## src/rtl/quad_sweep_sched_pkg.sv

```systemverilog
// Shared types and reset defaults for the quadrature sweep scheduler.
// Imported by the interface-facing top and its counters.
package quad_sweep_pkg;

  localparam int QS_ADDR_W  = 8;
  localparam int QS_CYC_W   = 16;
  localparam int DEF_PERIOD = 80;
  localparam int DEF_OFFSET = 20;

  typedef enum logic [1:0] {
    IDLE = 2'd0,
    RUN  = 2'd1,
    STOP = 2'd2
  } qs_state_e;

  typedef struct packed {
    logic [QS_ADDR_W-1:0] period;
    logic [QS_ADDR_W-1:0] offset;
    logic [QS_CYC_W-1:0]  cycles;
  } qs_cfg_t;

  function automatic qs_cfg_t qs_def_cfg();
    qs_cfg_t c;
    c.period = QS_ADDR_W'(DEF_PERIOD);
    c.offset = QS_ADDR_W'(DEF_OFFSET);
    c.cycles = '0;
    return c;
  endfunction

endpackage

```

## src/rtl/quad_sweep_sched_if.sv

```systemverilog
// Host command / address stream bundle of the sweep scheduler.
// master drives configuration and run control, slave is the scheduler.
interface quad_sweep_sched_if #(
  parameter int ADDR_W = 8,
  parameter int CYC_W  = 16
);
  logic              CFG_VALID;
  logic              CFG_READY;
  logic [ADDR_W-1:0] CFG_PERIOD;
  logic [ADDR_W-1:0] CFG_OFFSET;
  logic [CYC_W-1:0]  CFG_CYCLES;
  logic              START;
  logic              ABORT;
  logic [ADDR_W-1:0] SIN_ADDR;
  logic [ADDR_W-1:0] COS_ADDR;
  logic              ADDR_VALID;
  logic              PERIOD_START;
  logic              BUSY;
  logic              DONE;
  logic              CFG_ERR;

  modport master (
    output CFG_VALID, CFG_PERIOD, CFG_OFFSET, CFG_CYCLES,
    output START, ABORT,
    input  CFG_READY, SIN_ADDR, COS_ADDR, ADDR_VALID,
    input  PERIOD_START, BUSY, DONE, CFG_ERR
  );

  modport slave (
    input  CFG_VALID, CFG_PERIOD, CFG_OFFSET, CFG_CYCLES,
    input  START, ABORT,
    output CFG_READY, SIN_ADDR, COS_ADDR, ADDR_VALID,
    output PERIOD_START, BUSY, DONE, CFG_ERR
  );
endinterface

```

## src/rtl/quad_sweep_sched_wrap_counter.sv

```systemverilog
// Loadable modulo counter: counts 0..limit_i while enabled, load wins.
// wrap_o flags the enabled cycle that rolls limit_i back to zero.
module wrap_counter #(
  parameter int           W       = 8,
  parameter logic [W-1:0] RST_VAL = '0
) (
  input  logic         clk_i,
  input  logic         rst_i,
  input  logic         load_i,
  input  logic [W-1:0] load_val_i,
  input  logic         en_i,
  input  logic [W-1:0] limit_i,
  output logic [W-1:0] q_o,
  output logic         wrap_o
);

  logic [W-1:0] q_q, q_d;

  always_comb begin
    q_d = q_q;
    if (load_i)
      q_d = load_val_i;
    else if (en_i)
      q_d = (q_q == limit_i) ? '0 : q_q + 1'b1;
  end

  always_ff @(posedge clk_i) begin
    if (rst_i) q_q <= RST_VAL;
    else       q_q <= q_d;
  end

  assign q_o    = q_q;
  assign wrap_o = en_i && (q_q == limit_i);

endmodule

```

## src/rtl/quad_sweep_sched.sv

```systemverilog
// Quadrature SIN/COS address scheduler: whole-period runs under host control.
// QSCHED_IMMEDIATE_ABORT_EN: ABORT in RUN ends the run at the next edge.
module quad_sweep_sched #(
  parameter int ADDR_W     = quad_sweep_pkg::QS_ADDR_W,
  parameter int CYC_W      = quad_sweep_pkg::QS_CYC_W,
  parameter int DEF_PERIOD = quad_sweep_pkg::DEF_PERIOD,
  parameter int DEF_OFFSET = quad_sweep_pkg::DEF_OFFSET
) (
  input logic               CLK,
  input logic               RST,
  quad_sweep_sched_if.slave bus
);
  import quad_sweep_pkg::*;

  qs_state_e         state_q, state_d;
  qs_cfg_t           cfg_q, cfg_in, cfg_eff, cfg_rst;
  logic [CYC_W-1:0]  pcnt_q, pcnt_d;
  logic [ADDR_W-1:0] sin_q, cos_q, limit;
  logic              cfg_hs, cfg_ok, cfg_acc;
  logic              run_en, cnt_load, last_per;
  logic              sin_wrap, cos_wrap_unused;
  logic              done_q, err_q;

  assign cfg_in = '{period: bus.CFG_PERIOD,
                    offset: bus.CFG_OFFSET,
                    cycles: bus.CFG_CYCLES};

  always_comb begin
    cfg_rst        = qs_def_cfg();
    cfg_rst.period = ADDR_W'(DEF_PERIOD);
    cfg_rst.offset = ADDR_W'(DEF_OFFSET);
  end

  assign cfg_hs  = bus.CFG_VALID && (state_q == IDLE);
  assign cfg_ok  = (bus.CFG_PERIOD >= ADDR_W'(2)) &&
                   (bus.CFG_OFFSET < bus.CFG_PERIOD);
  assign cfg_acc = cfg_hs && cfg_ok;
  // a START alongside an accepted offer must see the new config
  assign cfg_eff = cfg_acc ? cfg_in : cfg_q;

  assign run_en   = (state_q != IDLE);
  assign limit    = cfg_q.period - 1'b1;
  assign last_per = (cfg_q.cycles != '0) &&
                    (pcnt_q + 1'b1 == cfg_q.cycles);
  assign cnt_load = (state_q == IDLE) || (state_d == IDLE);

  always_ff @(posedge CLK) begin
    if (RST) state_q <= IDLE;
    else     state_q <= state_d;
  end

  always_comb begin
    state_d = state_q;
    pcnt_d  = pcnt_q;
    unique case (state_q)
      IDLE: begin
        pcnt_d = '0;
        if (bus.START && !bus.ABORT) state_d = RUN;
      end
      RUN: begin
        if (sin_wrap) pcnt_d = pcnt_q + 1'b1;
        if (sin_wrap && last_per)
          state_d = IDLE;
        else if (bus.ABORT)
`ifdef QSCHED_IMMEDIATE_ABORT_EN
          state_d = IDLE;
`else
          state_d = STOP;
`endif
      end
      STOP: begin
        if (sin_wrap) state_d = IDLE;
      end
      default: state_d = IDLE;
    endcase
  end

  always_comb begin
    bus.CFG_READY    = (state_q == IDLE);
    bus.BUSY         = run_en;
    bus.ADDR_VALID   = run_en;
    bus.PERIOD_START = run_en && (sin_q == '0);
    bus.SIN_ADDR     = sin_q;
    bus.COS_ADDR     = cos_q;
    bus.DONE         = done_q;
    bus.CFG_ERR      = err_q;
  end

  always_ff @(posedge CLK) begin
    if (RST) begin
      cfg_q  <= cfg_rst;
      pcnt_q <= '0;
      done_q <= 1'b0;
      err_q  <= 1'b0;
    end else begin
      cfg_q  <= cfg_eff;
      pcnt_q <= pcnt_d;
      done_q <= run_en && (state_d == IDLE);
      err_q  <= cfg_hs && !cfg_ok;
    end
  end

  wrap_counter #(
    .W       (ADDR_W),
    .RST_VAL ('0)
  ) u_sin (
    .clk_i      (CLK),
    .rst_i      (RST),
    .load_i     (cnt_load),
    .load_val_i ('0),
    .en_i       (run_en),
    .limit_i    (limit),
    .q_o        (sin_q),
    .wrap_o     (sin_wrap)
  );

  wrap_counter #(
    .W       (ADDR_W),
    .RST_VAL (ADDR_W'(DEF_OFFSET))
  ) u_cos (
    .clk_i      (CLK),
    .rst_i      (RST),
    .load_i     (cnt_load),
    .load_val_i (cfg_eff.offset),
    .en_i       (run_en),
    .limit_i    (limit),
    .q_o        (cos_q),
    .wrap_o     (cos_wrap_unused)
  );

endmodule

```

## src/flat_wrapper.sv

```systemverilog
// flat-port wrapper written by rule: the top's interface ports become plain ports
module quad_sweep_sched_flat import quad_sweep_pkg::*;
#(
  parameter int ADDR_W     = quad_sweep_pkg::QS_ADDR_W,
  parameter int CYC_W      = quad_sweep_pkg::QS_CYC_W,
  parameter int DEF_PERIOD = quad_sweep_pkg::DEF_PERIOD,
  parameter int DEF_OFFSET = quad_sweep_pkg::DEF_OFFSET
)
  (CLK, RST, bus_CFG_VALID, bus_CFG_PERIOD, bus_CFG_OFFSET, bus_CFG_CYCLES, bus_START, bus_ABORT, bus_CFG_READY, bus_SIN_ADDR, bus_COS_ADDR, bus_ADDR_VALID, bus_PERIOD_START, bus_BUSY, bus_DONE, bus_CFG_ERR);
  quad_sweep_sched_if #(.ADDR_W(ADDR_W), .CYC_W(CYC_W)) bus_i ();
  input logic CLK;
  input logic RST;
  input wire logic [$bits(bus_i.CFG_VALID)-1:0] bus_CFG_VALID;
  input wire logic [$bits(bus_i.CFG_PERIOD)-1:0] bus_CFG_PERIOD;
  input wire logic [$bits(bus_i.CFG_OFFSET)-1:0] bus_CFG_OFFSET;
  input wire logic [$bits(bus_i.CFG_CYCLES)-1:0] bus_CFG_CYCLES;
  input wire logic [$bits(bus_i.START)-1:0] bus_START;
  input wire logic [$bits(bus_i.ABORT)-1:0] bus_ABORT;
  output wire logic [$bits(bus_i.CFG_READY)-1:0] bus_CFG_READY;
  output wire logic [$bits(bus_i.SIN_ADDR)-1:0] bus_SIN_ADDR;
  output wire logic [$bits(bus_i.COS_ADDR)-1:0] bus_COS_ADDR;
  output wire logic [$bits(bus_i.ADDR_VALID)-1:0] bus_ADDR_VALID;
  output wire logic [$bits(bus_i.PERIOD_START)-1:0] bus_PERIOD_START;
  output wire logic [$bits(bus_i.BUSY)-1:0] bus_BUSY;
  output wire logic [$bits(bus_i.DONE)-1:0] bus_DONE;
  output wire logic [$bits(bus_i.CFG_ERR)-1:0] bus_CFG_ERR;
  assign bus_i.CFG_VALID = bus_CFG_VALID;
  assign bus_i.CFG_PERIOD = bus_CFG_PERIOD;
  assign bus_i.CFG_OFFSET = bus_CFG_OFFSET;
  assign bus_i.CFG_CYCLES = bus_CFG_CYCLES;
  assign bus_i.START = bus_START;
  assign bus_i.ABORT = bus_ABORT;
  assign bus_CFG_READY = bus_i.CFG_READY;
  assign bus_SIN_ADDR = bus_i.SIN_ADDR;
  assign bus_COS_ADDR = bus_i.COS_ADDR;
  assign bus_ADDR_VALID = bus_i.ADDR_VALID;
  assign bus_PERIOD_START = bus_i.PERIOD_START;
  assign bus_BUSY = bus_i.BUSY;
  assign bus_DONE = bus_i.DONE;
  assign bus_CFG_ERR = bus_i.CFG_ERR;
  quad_sweep_sched #(.ADDR_W(ADDR_W), .CYC_W(CYC_W), .DEF_PERIOD(DEF_PERIOD), .DEF_OFFSET(DEF_OFFSET)) u_core (.CLK(CLK), .RST(RST), .bus(bus_i));
endmodule
```

## config.mk

```make
export PLATFORM = sky130hd
export DESIGN_NAME = quad_sweep_sched_flat
export DESIGN_NICKNAME = d
export VERILOG_FILES = /design/src/rtl/quad_sweep_sched_pkg.sv /design/src/rtl/quad_sweep_sched_if.sv /design/src/rtl/quad_sweep_sched_wrap_counter.sv /design/src/rtl/quad_sweep_sched.sv /design/src/flat_wrapper.sv
export SDC_FILE = /design/constraint.sdc
export NUM_CORES = 1
export LEC_CHECK = 0
export ABC_CLOCK_PERIOD_IN_PS = 9000
export CAP_MARGIN = 20
export CORE_MARGIN = 5
export CORE_UTILIZATION = 40
export CTS_BUF_LIST = sky130_fd_sc_hd__clkbuf_8
export DETAILED_ROUTE_END_ITERATION = 6
export GPL_ROUTABILITY_DRIVEN = 1
export PLACE_DENSITY_LB_ADDON = 0.2
export REMOVE_ABC_BUFFERS = 1
export SYNTH_ARGS = -nofsm -noshare
export SYNTH_HDL_FRONTEND = slang
export SYNTH_SLANG_ARGS = --single-unit
```

## constraint.sdc

```tcl
create_clock -name CLK -period 9 [get_ports CLK]
set_input_delay 1.35 -clock CLK [delete_from_list [all_inputs] [get_ports CLK]]
set_output_delay 1.35 -clock CLK [all_outputs]
set_load 0.02 [all_outputs]
```

Word-level counts from Yosys, hierarchy flattened. Index checks and enable logic that the tools add are counted.

Flip-flop bits (word level): 68. Logic and storage cells: 55.

Add/subtract/negate cells: 4. $lt $le $gt $ge: 2. Eq/ne operators: 6. Mux-type cells: 12. Reduce and logical (&&, ||, !) cells: 22.

Operators by type and width (number): 2-to-1 mux 8 bit (4); one-hot mux 16 bit (2 select lines) (1); 2-to-1 mux 24 bit (1); adder 16 x 1 -> 16 bit, second input constant (1); adder 8 x 1 -> 8 bit, second input constant (2); equality test 16 bit (1); equality test 8 bit (2); 2-to-1 mux 16 bit (1); nonzero test 16 bit (1); logical AND 1 bit (10); >= comparator 8 x 2 -> 1 bit, second input constant (1); logical NOT 8 bit (1); < comparator 8 bit (1); 2-to-1 mux 2 bit (4); subtractor 8 x 1 -> 8 bit, second input constant (1); one-hot mux 2 bit (3 select lines) (1); nonzero test 2 bit (3); logical NOT 2 bit (2); equality test 2 x 1 -> 1 bit, second input constant (1); equality test 2 bit, second input constant (1); logical NOT 1 bit (2); != test 2 x 1 -> 1 bit, second input constant (1); AND reduction 2 bit (1); OR reduction 2 bit (1); logical OR 1 bit (1).

Longest topological paths before layout. Gate-level depths: netlist (run 1).

Depth after elaboration: 9. Depth in mapped cells: 13. Gate-level depth less buffers: 10.

Cells and area by module. From an unflattened synthesis (run 1), not the netlist that was laid out.

Cells, all modules: 556. Area, all modules: 4635.7 µm².

By module, submodules not included: quad_sweep_sched (times used 1, cells each 406, area an instance 3352.0 µm², sequential area each 1041.0 µm²); wrap_counter at u_core.u_cos (times used 1, cells each 83, area an instance 711.9 µm², sequential area each 160.2 µm²); wrap_counter at u_core.u_sin (times used 1, cells each 67, area an instance 571.8 µm², sequential area each 160.2 µm²).

Worst setup path before layout (run 1). No wires, ideal clock.

Kind: input port to flip-flop. From: input port bus_CFG_PERIOD[5]. To: register u_core.cfg_q[0] (netlist bit). Arrival: 3.461 ns. Path slack: 5.412 ns. Stages on the path: 11. Path buffers: 3. Cells stage by stage: inv_1 > ha_1 > a21o_1 > a21oi_1 > o211ai_1 > a21oi_1 > buf_2 > buf_1 > buf_2 > mux2i_1 > nor2_1.

Word-level cells in the longest chain between the ends: 3. Elaborated cells between the ends (all ways): 4.

RTL lines: start, declared (line flat_wrapper.sv:14) `input wire logic [$bits(bus_i.CFG_PERIOD)-1:0] bus_CFG_PERIOD;`; >= comparator 8 x 2 -> 1 bit / < comparator 8 bit (equally long branches) (line quad_sweep_sched.sv:35, quad_sweep_sched.sv:36); logical AND 1 bit * (line quad_sweep_sched.sv:35) `assign cfg_ok = (bus.CFG_PERIOD >= ADDR_W'(2)) &&`; logical AND 1 bit * (line quad_sweep_sched.sv:37) `assign cfg_acc = cfg_hs && cfg_ok;`; end signal, assigned (line quad_sweep_sched.sv:91) `cfg_q <= cfg_rst;`; end signal, assigned (line quad_sweep_sched.sv:96) `cfg_q <= cfg_eff;`; end, declared (line quad_sweep_sched.sv:16) `qs_cfg_t cfg_q, cfg_in, cfg_eff, cfg_rst;`.

Every way passes the cells marked *; elsewhere a longest branch is shown, timed or not. A chain may end at the register's enable or synchronous reset.

Worst setup path after layout (run 1).
From: input port bus_CFG_PERIOD[5]. To: register u_core.u_cos.q_q[4] (netlist: u_core.u_cos.q_o[4]).

Word-level cells in the longest chain between the ends: 5. Elaborated cells between the ends (all ways): 6.

RTL lines: >= comparator 8 x 2 -> 1 bit / < comparator 8 bit (equally long branches) (line quad_sweep_sched.sv:35, quad_sweep_sched.sv:36); logical AND 1 bit * (line quad_sweep_sched.sv:35); logical AND 1 bit * (line quad_sweep_sched.sv:37); 2-to-1 mux 24 bit * (line quad_sweep_sched.sv:39) `assign cfg_eff = cfg_acc ? cfg_in : cfg_q;`; 2-to-1 mux 8 bit * (line quad_sweep_sched_wrap_counter.sv:21) `if (load_i)`; end signal, assigned (line quad_sweep_sched_wrap_counter.sv:29) `else q_q <= q_d;`; end, declared (line quad_sweep_sched_wrap_counter.sv:17) `logic [W-1:0] q_q, q_d;`.

Marked as above.

==> flow_summary.ini, run 1 <==
[run_status]
status = finished, final reports clean

[synth]
yosysTopAreaCell = dfxtp_1
ys_types = 54
gate_count_of_the_mapped_netlist = 480
postSynth.asyncResetShare = 0
synth_area_um2 = 4050
ys.flop_type = dfxtp_1
seq_area_frac_synth = 0.336
yosys.area.top_type_share = 0.336
synth_area_leaders = dfxtp_1 (34%), mux2i_1 (6.7%), xor2_1 (6.0%)
post_synth_most_frequent_cells = dfxtp_1 (68), nor2_1 (54), xor2_1 (28)
synthesis.yosys.warnings = 0
synth_enable_flop_cells = 0
synth_most_common_cell = dfxtp_1
postSynthRegisterBits = 68
synth_area_per_cell_um2 = 8.45

[grt]
grt_start_max_net_pins = 57
grt_antenna_before_repair = 0
grt.total_usage = 0.171
first_pass_grt_wire_length_mm = 17.5
grt_pass1_vias = 3419
grt_overflow = 0

[detailed_routing]
dr.max_layer_used = met4
wl_met3_um = 531
route.vias.total = 3610
met1_wirelength_mm = 5.11
dr.pass1.iters = 4
drcViolationCount = 0
detail_route.vias_per_cell = 5.48
post_drt_wl_per_cell_um = 15.8
drtIter0Drc = 176
antenna_left = 0
met2WireLength_mm = 4.61
routed_wirelength_mm = 10.4

[die]
design.core.area_um2 = 9820
initial_core_util = 0.413
die_w_um = 111
io_pins = 59
floorplan.rows = 36
die_h_um = 111
fp.dieArea_um2 = 12200

[clock_network]
worst_skew_pair.late_latency_ns = 0.35
path_clk_slew_ns = 0.08
cts.sinks = 68
ctsLongestPathBuffers = 2
post_cts_setup_repair_bufs = 0
postCtsResizedCells = 0
cts_tree = built
clock_tree.htree_level_count = 3
cts_hold_buffers = 0
root_buffer = clkbuf_8
cts_inserted_buffers = 9

[run]
maxCapViolCount = 0

[timing]
finalWorstPathRequiredPeriod_ns = 3.82
layout_worst_path_cycle_share = 0.425
clock_skew_ns = 0.0110
timing.max_slew.rel_slack = 0.474
final_hold_viol_count = 0
grt_setup_unrepaired = no
slew_viol_final = 0
fin_setup_tns_ns = 0
fmax_mhz = 262
transition_time_at_the_pin_with_the_least_slew_margin_ns = 0.788
finalHoldWorstSlack_ns = 0.513
setup-violations-final = 0

[worst_setup_path]
cp_max_fo = 39
worst_ep_required_time_ns = 9.24
cp-start-kind = input pin
critical_path.endpoint_type = register
timing.critical_path.arrival_ns = 4.06
worstSetupPathType = in2reg

[pwr]
cellPowerDensity_nw_per_um2 = 149
power.ir.vdd_worst_mv = 0.0711
power.leakage_nw = 1.82
totalPowerFinal_uw = 729

[layout]
final_net_count = 570
area_growth_pct = 20.4
fillCellCount = 972
antenna_cells_inserted = 0
drive_gt1_frac = 0.0684

[min_path]
hp-class = reg2reg

[placed_design]
gpl.final_weighted_congestion = 0.861
io_buffers = 58
dp.final_hpwl_mm = 7.46
## worst max-delay path, stage by stage
cell and delay, ns:
clkdlybuf4s50_1 0.53, inv_1 0.07, ha_1 0.31, a21o_1 0.17
a21oi_1 0.14, o211ai_1 0.16, a21oi_4 0.17, buf_4 0.48
nor2b_1 0.11, a211o_1 0.30, mux2_2 0.26
## through the flow
step | setup slack, ns | cells | util | instance area, µm²
after floorplan | 3.85 | 449 | - | 3910
after global placement | 4.94 | 643 | 0.477 | 4680
after detailed placement | 4.81 | 643 | 0.477 | 4680
after CTS | 5.16 | 659 | 0.497 | 4880
after global routing | 5.00 | 659 | 0.497 | 4880
final | 5.18 | 659 | 0.497 | 4880
## cell type report
class | instances | area [µm²] | share of cell area
inverters | 16 | 60.1 | 0.0123
flip-flops and latches | 68 | 1360 | 0.279
multi-input cells | 365 | 2500 | 0.511
well taps | 133 | 166 | 0.0341
repair buffers | 61 | 598 | 0.123
clock inverters | 7 | 75.1 | 0.0154
clock buffers | 9 | 124 | 0.0254
## flip-flops by register name (all words and copies together) (netlist names)
signal and flops:
u_core.cfg_q 32, u_core.state_q 2, u_core.bus.DONE 1, u_core.u_cos.q_o 8, u_core.bus.CFG_ERR 1, u_core.pcnt_q 16, u_core.u_sin.q_o 8
## cells in the final DEF, fill, tap and decap left out, types with 7 or more instances in the layout
cell type        synthesis  layout
dfxtp_1                 68      68
clkdlybuf4s50_1          0      57
nor2_1                  54      54
xor2_1                  28      28
mux2i_1                 27      27
a21oi_1                 24      23
xnor2_1                 22      22
nand2_1                 21      21
nand3_1                 17      17
inv_1                   16      16
o21ai_0                 15      15
nand4_1                 13      13
or3_1                   12      12
ha_1                    12      12
nor2b_1                 11      11
and3_1                  11      11
o21a_1                  10      10
clkbuf_8                 0       9
mux2_2                   8       8
nor4_1                   7       7
a21o_1                   7       7
## per-layer routing
| metal | vias up | track usage |
|---|---|---|
| li1 | 1787 | - |
| met1 | 1702 | 0.237 |
| met2 | 106 | 0.262 |
| met3 | 15 | 0.0448 |
| met4 | 0 | 0.0501 |
| met5 | - | 0 |
## cells by family (layout without fill, tap and decap cells)
family                   count (synthesis)  count (layout)  synth area share
AO/OA/AOI/OAI                           92              92             0.151
XOR/XNOR                                50              50             0.108
adder cells (fa/ha/maj)                 12              12            0.0370
buffers and inverters                   47              93            0.0512
flip-flops                              68              68             0.336
multiplexers                            35              35            0.0889
AND/OR/NAND/NOR                        176             176             0.228
## path summary, 6_finish.rpt
path	start	end	slack, ns	cells past startpoint
setup / recovery	bus_CFG_PERIOD[5]	u_core.u_cos.q_o[4]	5.18	11
hold / removal	u_core.cfg_q[19]	u_core.cfg_q[19]	0.51	2
setup reg to reg	u_core.cfg_q[24]	u_core.u_cos.q_o[2]	5.55	11
hold reg to reg	u_core.cfg_q[19]	u_core.cfg_q[19]	0.51	2
## report_power, final
group | internal, mW | switching, mW | total (mW)
Sequential | 0.315 | 0.0209 | 0.336
Clock | 0.129 | 0.130 | 0.259
Combinational | 0.0692 | 0.0647 | 0.134
(Power assumes the default switching activity.)
==> run 2, diff against run 1 <==
--- a/config.mk
+++ b/config.mk
@@ -5,7 +5,7 @@
 export SDC_FILE = /design/constraint.sdc
 export NUM_CORES = 1
 export LEC_CHECK = 0
-export ABC_CLOCK_PERIOD_IN_PS = 9000
+export ABC_CLOCK_PERIOD_IN_PS = 3200
 export CAP_MARGIN = 20
 export CORE_MARGIN = 5
 export CORE_UTILIZATION = 40
==> constraint.sdc (replaced) <==
create_clock -name CLK -period 3.2 [get_ports CLK]
set_input_delay 0.48 -clock CLK [delete_from_list [all_inputs] [get_ports CLK]]
set_output_delay 0.48 -clock CLK [all_outputs]
set_load 0.02 [all_outputs]
==> run 2 against run 1 <==
Against the previous run:
- clock skew is 0.0048 ns lower
- critical endpoint is now u_core.u_cos.q_o[7]
- first-iteration DRC count is 14% higher
- combinational power grew to 3.1 times the previous value
- critical path type is now reg2reg
- sequential power grew to 2.8 times the previous value
==> flow_summary.ini, run 2 (synthesis results as in run 1) <==
[detailed_routing]
antenna_left = 0
routed_wirelength_mm = 11.0
detail_route.vias_per_cell = 5.40
dr.pass1.iters = 4
drtIter0Drc = 200
route.vias.total = 3656
post_drt_wl_per_cell_um = 16.2
drcViolationCount = 0

[worst_setup_path]
path_cells = ha_1 -> and3_1 -> nand3_1 -> xnor2_1 -> nand4_1 -> nor4_2 -> nand4b_1 -> a21bo_2 -> mux2_2
timing.critical_path.buf_inv = 0
critical_path.endpoint_type = register
endpoint_of_the_most_critical_register_to_register_path = u_core.u_cos.q_o[7]
origin_of_the_critical_flop_to_flop_path = u_core.pcnt_q[0]
worst_path_max_delay_cell = dfxtp_1
cp-start-kind = register
worst_ep_required_time_ns = 3.43
worstSetupPathType = reg2reg
r2r.worst_path.cells = 9
regToRegSetupSlack_ns = 0.18
timing.critical_path.arrival_ns = 3.25
cp_max_fo = 8
critical-path-max-stage-delay_ns = 0.43
cp_delay_by_family_top = simple AND/OR/NAND/NOR gates

[die]
io_pins = 59
floorplan.rows = 36
initial_core_util = 0.413
die_w_um = 111
design.core.area_um2 = 9820
die_h_um = 111
fp.dieArea_um2 = 12200

[layout]
register_with_the_most_flip_flops = u_core.cfg_q
regArea_um2 = 1360
area_growth_pct = 25.4
antenna_cells_inserted = 0
final_net_count = 588
instances_no_fill = 677
largest_register_ffs = 32
reg.largest.list = u_core.cfg_q: 32 flops, u_core.pcnt_q: 16 flops
drive_gt1_frac = 0.103
most-common-layout-cells = dfxtp_1 (68), clkdlybuf4s50_1 (57), nor2_1 (54)
layout.cells.most_common = dfxtp_1
multiInputGateArea_um2 = 2510
fillCellCount = 982

[pwr]
power.ir.vdd_worst_mv = 0.247
cellPowerDensity_nw_per_um2 = 440
power.leakage_nw = 1.95
totalPowerFinal_mw = 2.24

[run]
maxCapViolCount = 0

[timing]
postLayoutSetupSlackWorst_ns = 0.181
fmax_mhz = 331
transition_time_at_the_pin_with_the_least_slew_margin_ns = 0.747
timing.max_slew.rel_slack = 0.502
finalWorstPathRequiredPeriod_ns = 3.02
slew_viol_final = 0
setup-violations-final = 0
clock_skew_ns = 0.00618
layout_worst_path_cycle_share = 0.944
final_hold_viol_count = 0

[min_path]
hp-class = reg2reg
hold_path_depth = 2
hold_path_end = u_core.cfg_q[19]
hp-start = u_core.cfg_q[19]

[placed_design]
io_buffers = 58
cell_count_after_placement = 661
gpl.final_weighted_congestion = 0.863
dp_worst_setup_slack_ns = 0.0985
dp.final_hpwl_mm = 8.23

[grt]
grt_start_max_net_pins = 41
first_pass_grt_wire_length_mm = 18.5
grt.total_usage = 0.182
grt_overflow = 0
grt_pass1_vias = 3662
grt_antenna_before_repair = 0

[clock_network]
path_clk_slew_ns = 0.07
cts.sinks = 68
clock_tree.htree_level_count = 3
ctsLongestPathBuffers = 2
cts_tree = built
cts_hold_buffers = 0
cts_inserted_buffers = 9
worst_skew_pair.late_latency_ns = 0.34
root_buffer = clkbuf_8
postCtsResizedCells = 0
post_cts_setup_repair_bufs = 0

[run_status]
status = finished, final reports clean
==> run 2: changes by cell type in the layout (fill, tap and decap cells not counted) <==
cell        previous run  this run
buf_4                  3        20
clkinvlp_4             3         0
bufinv_16              1         3
clkbuf_8               9        11
inv_6                  2         0
nor4_1                 7         5
nor4_2                 0         2
and4_1                 3         2
and4_2                 0         1
buf_6                  0         1
inv_1                 16        17
==> run 2: where the power goes <==
group          internal, mW  switching (mW)
registers             0.886          0.0447
clock network         0.557           0.334
logic                 0.209           0.207
==> run 2: metrics by stage <==
stage / TNS [ns] / hold slack, ns / cell area, µm² / util
floorplan: -34.05 / 0.465 / 3910 / -
global placement: 0 / 0.500 / 4820 / 0.491
detailed placement: 0 / 0.506 / 4820 / 0.491
CTS: 0 / 0.524 / 5070 / 0.516
global route: -0.00421 / 0.552 / 5080 / 0.518
finish: 0 / 0.515 / 5080 / 0.518
==> run 2: how the worst max path moves through the flow <==
stage / from / to / slack (ns) / cells past startpoint
detailed placement: u_core.pcnt_q[6] / u_core.u_cos.q_o[7] / 0.1 / 8
global placement: u_core.pcnt_q[0] / u_core.u_cos.q_o[2] / 0.08 / 9
finish: u_core.pcnt_q[0] / u_core.u_cos.q_o[7] / 0.18 / 9
CTS: u_core.pcnt_q[6] / u_core.u_cos.q_o[7] / 0.08 / 8
floorplan: u_core.state_q[0] / u_core.u_cos.q_o[2] / -1.10 / 7
global route: u_core.pcnt_q[6] / u_core.u_cos.q_o[7] / -0.003 / 8
==> run 2: layer usage <==
metal	GRT usage	vias up	routed length [µm]
met1	0.259	1715	5430
met4	0.0583	0	173
met2	0.282	99	4870
met5	0	-	0
li1	-	1823	-
met3	0.0289	19	490
==> run 2: worst register-to-register path, stage by stage (launching register included) <==
cell      delay (ns)
dfxtp_1         0.43
ha_1            0.26
and3_1          0.31
nand3_1         0.18
xnor2_1         0.28
nand4_1         0.18
nor4_2          0.38
nand4b_1        0.16
a21bo_2         0.36
mux2_2          0.38
==> run 2: cell type report <==
type | instances | share of cell area
inverter | 16 | 0.0118
tap | 133 | 0.0327
multi-input combinational | 365 | 0.494
timing repair buffer | 79 | 0.145
clock inverter | 5 | 0.0194
sequential | 68 | 0.268
clock buffer | 11 | 0.0298
==> run 3, diff against run 2 <==
--- a/config.mk
+++ b/config.mk
@@ -5,7 +5,6 @@
 export SDC_FILE = /design/constraint.sdc
 export NUM_CORES = 1
 export LEC_CHECK = 0
-export ABC_CLOCK_PERIOD_IN_PS = 3200
 export CAP_MARGIN = 20
 export CORE_MARGIN = 5
 export CORE_UTILIZATION = 40
==> results of run 3 <==
Same layout as run 2: the final DEF is identical, and so are final timing and power.
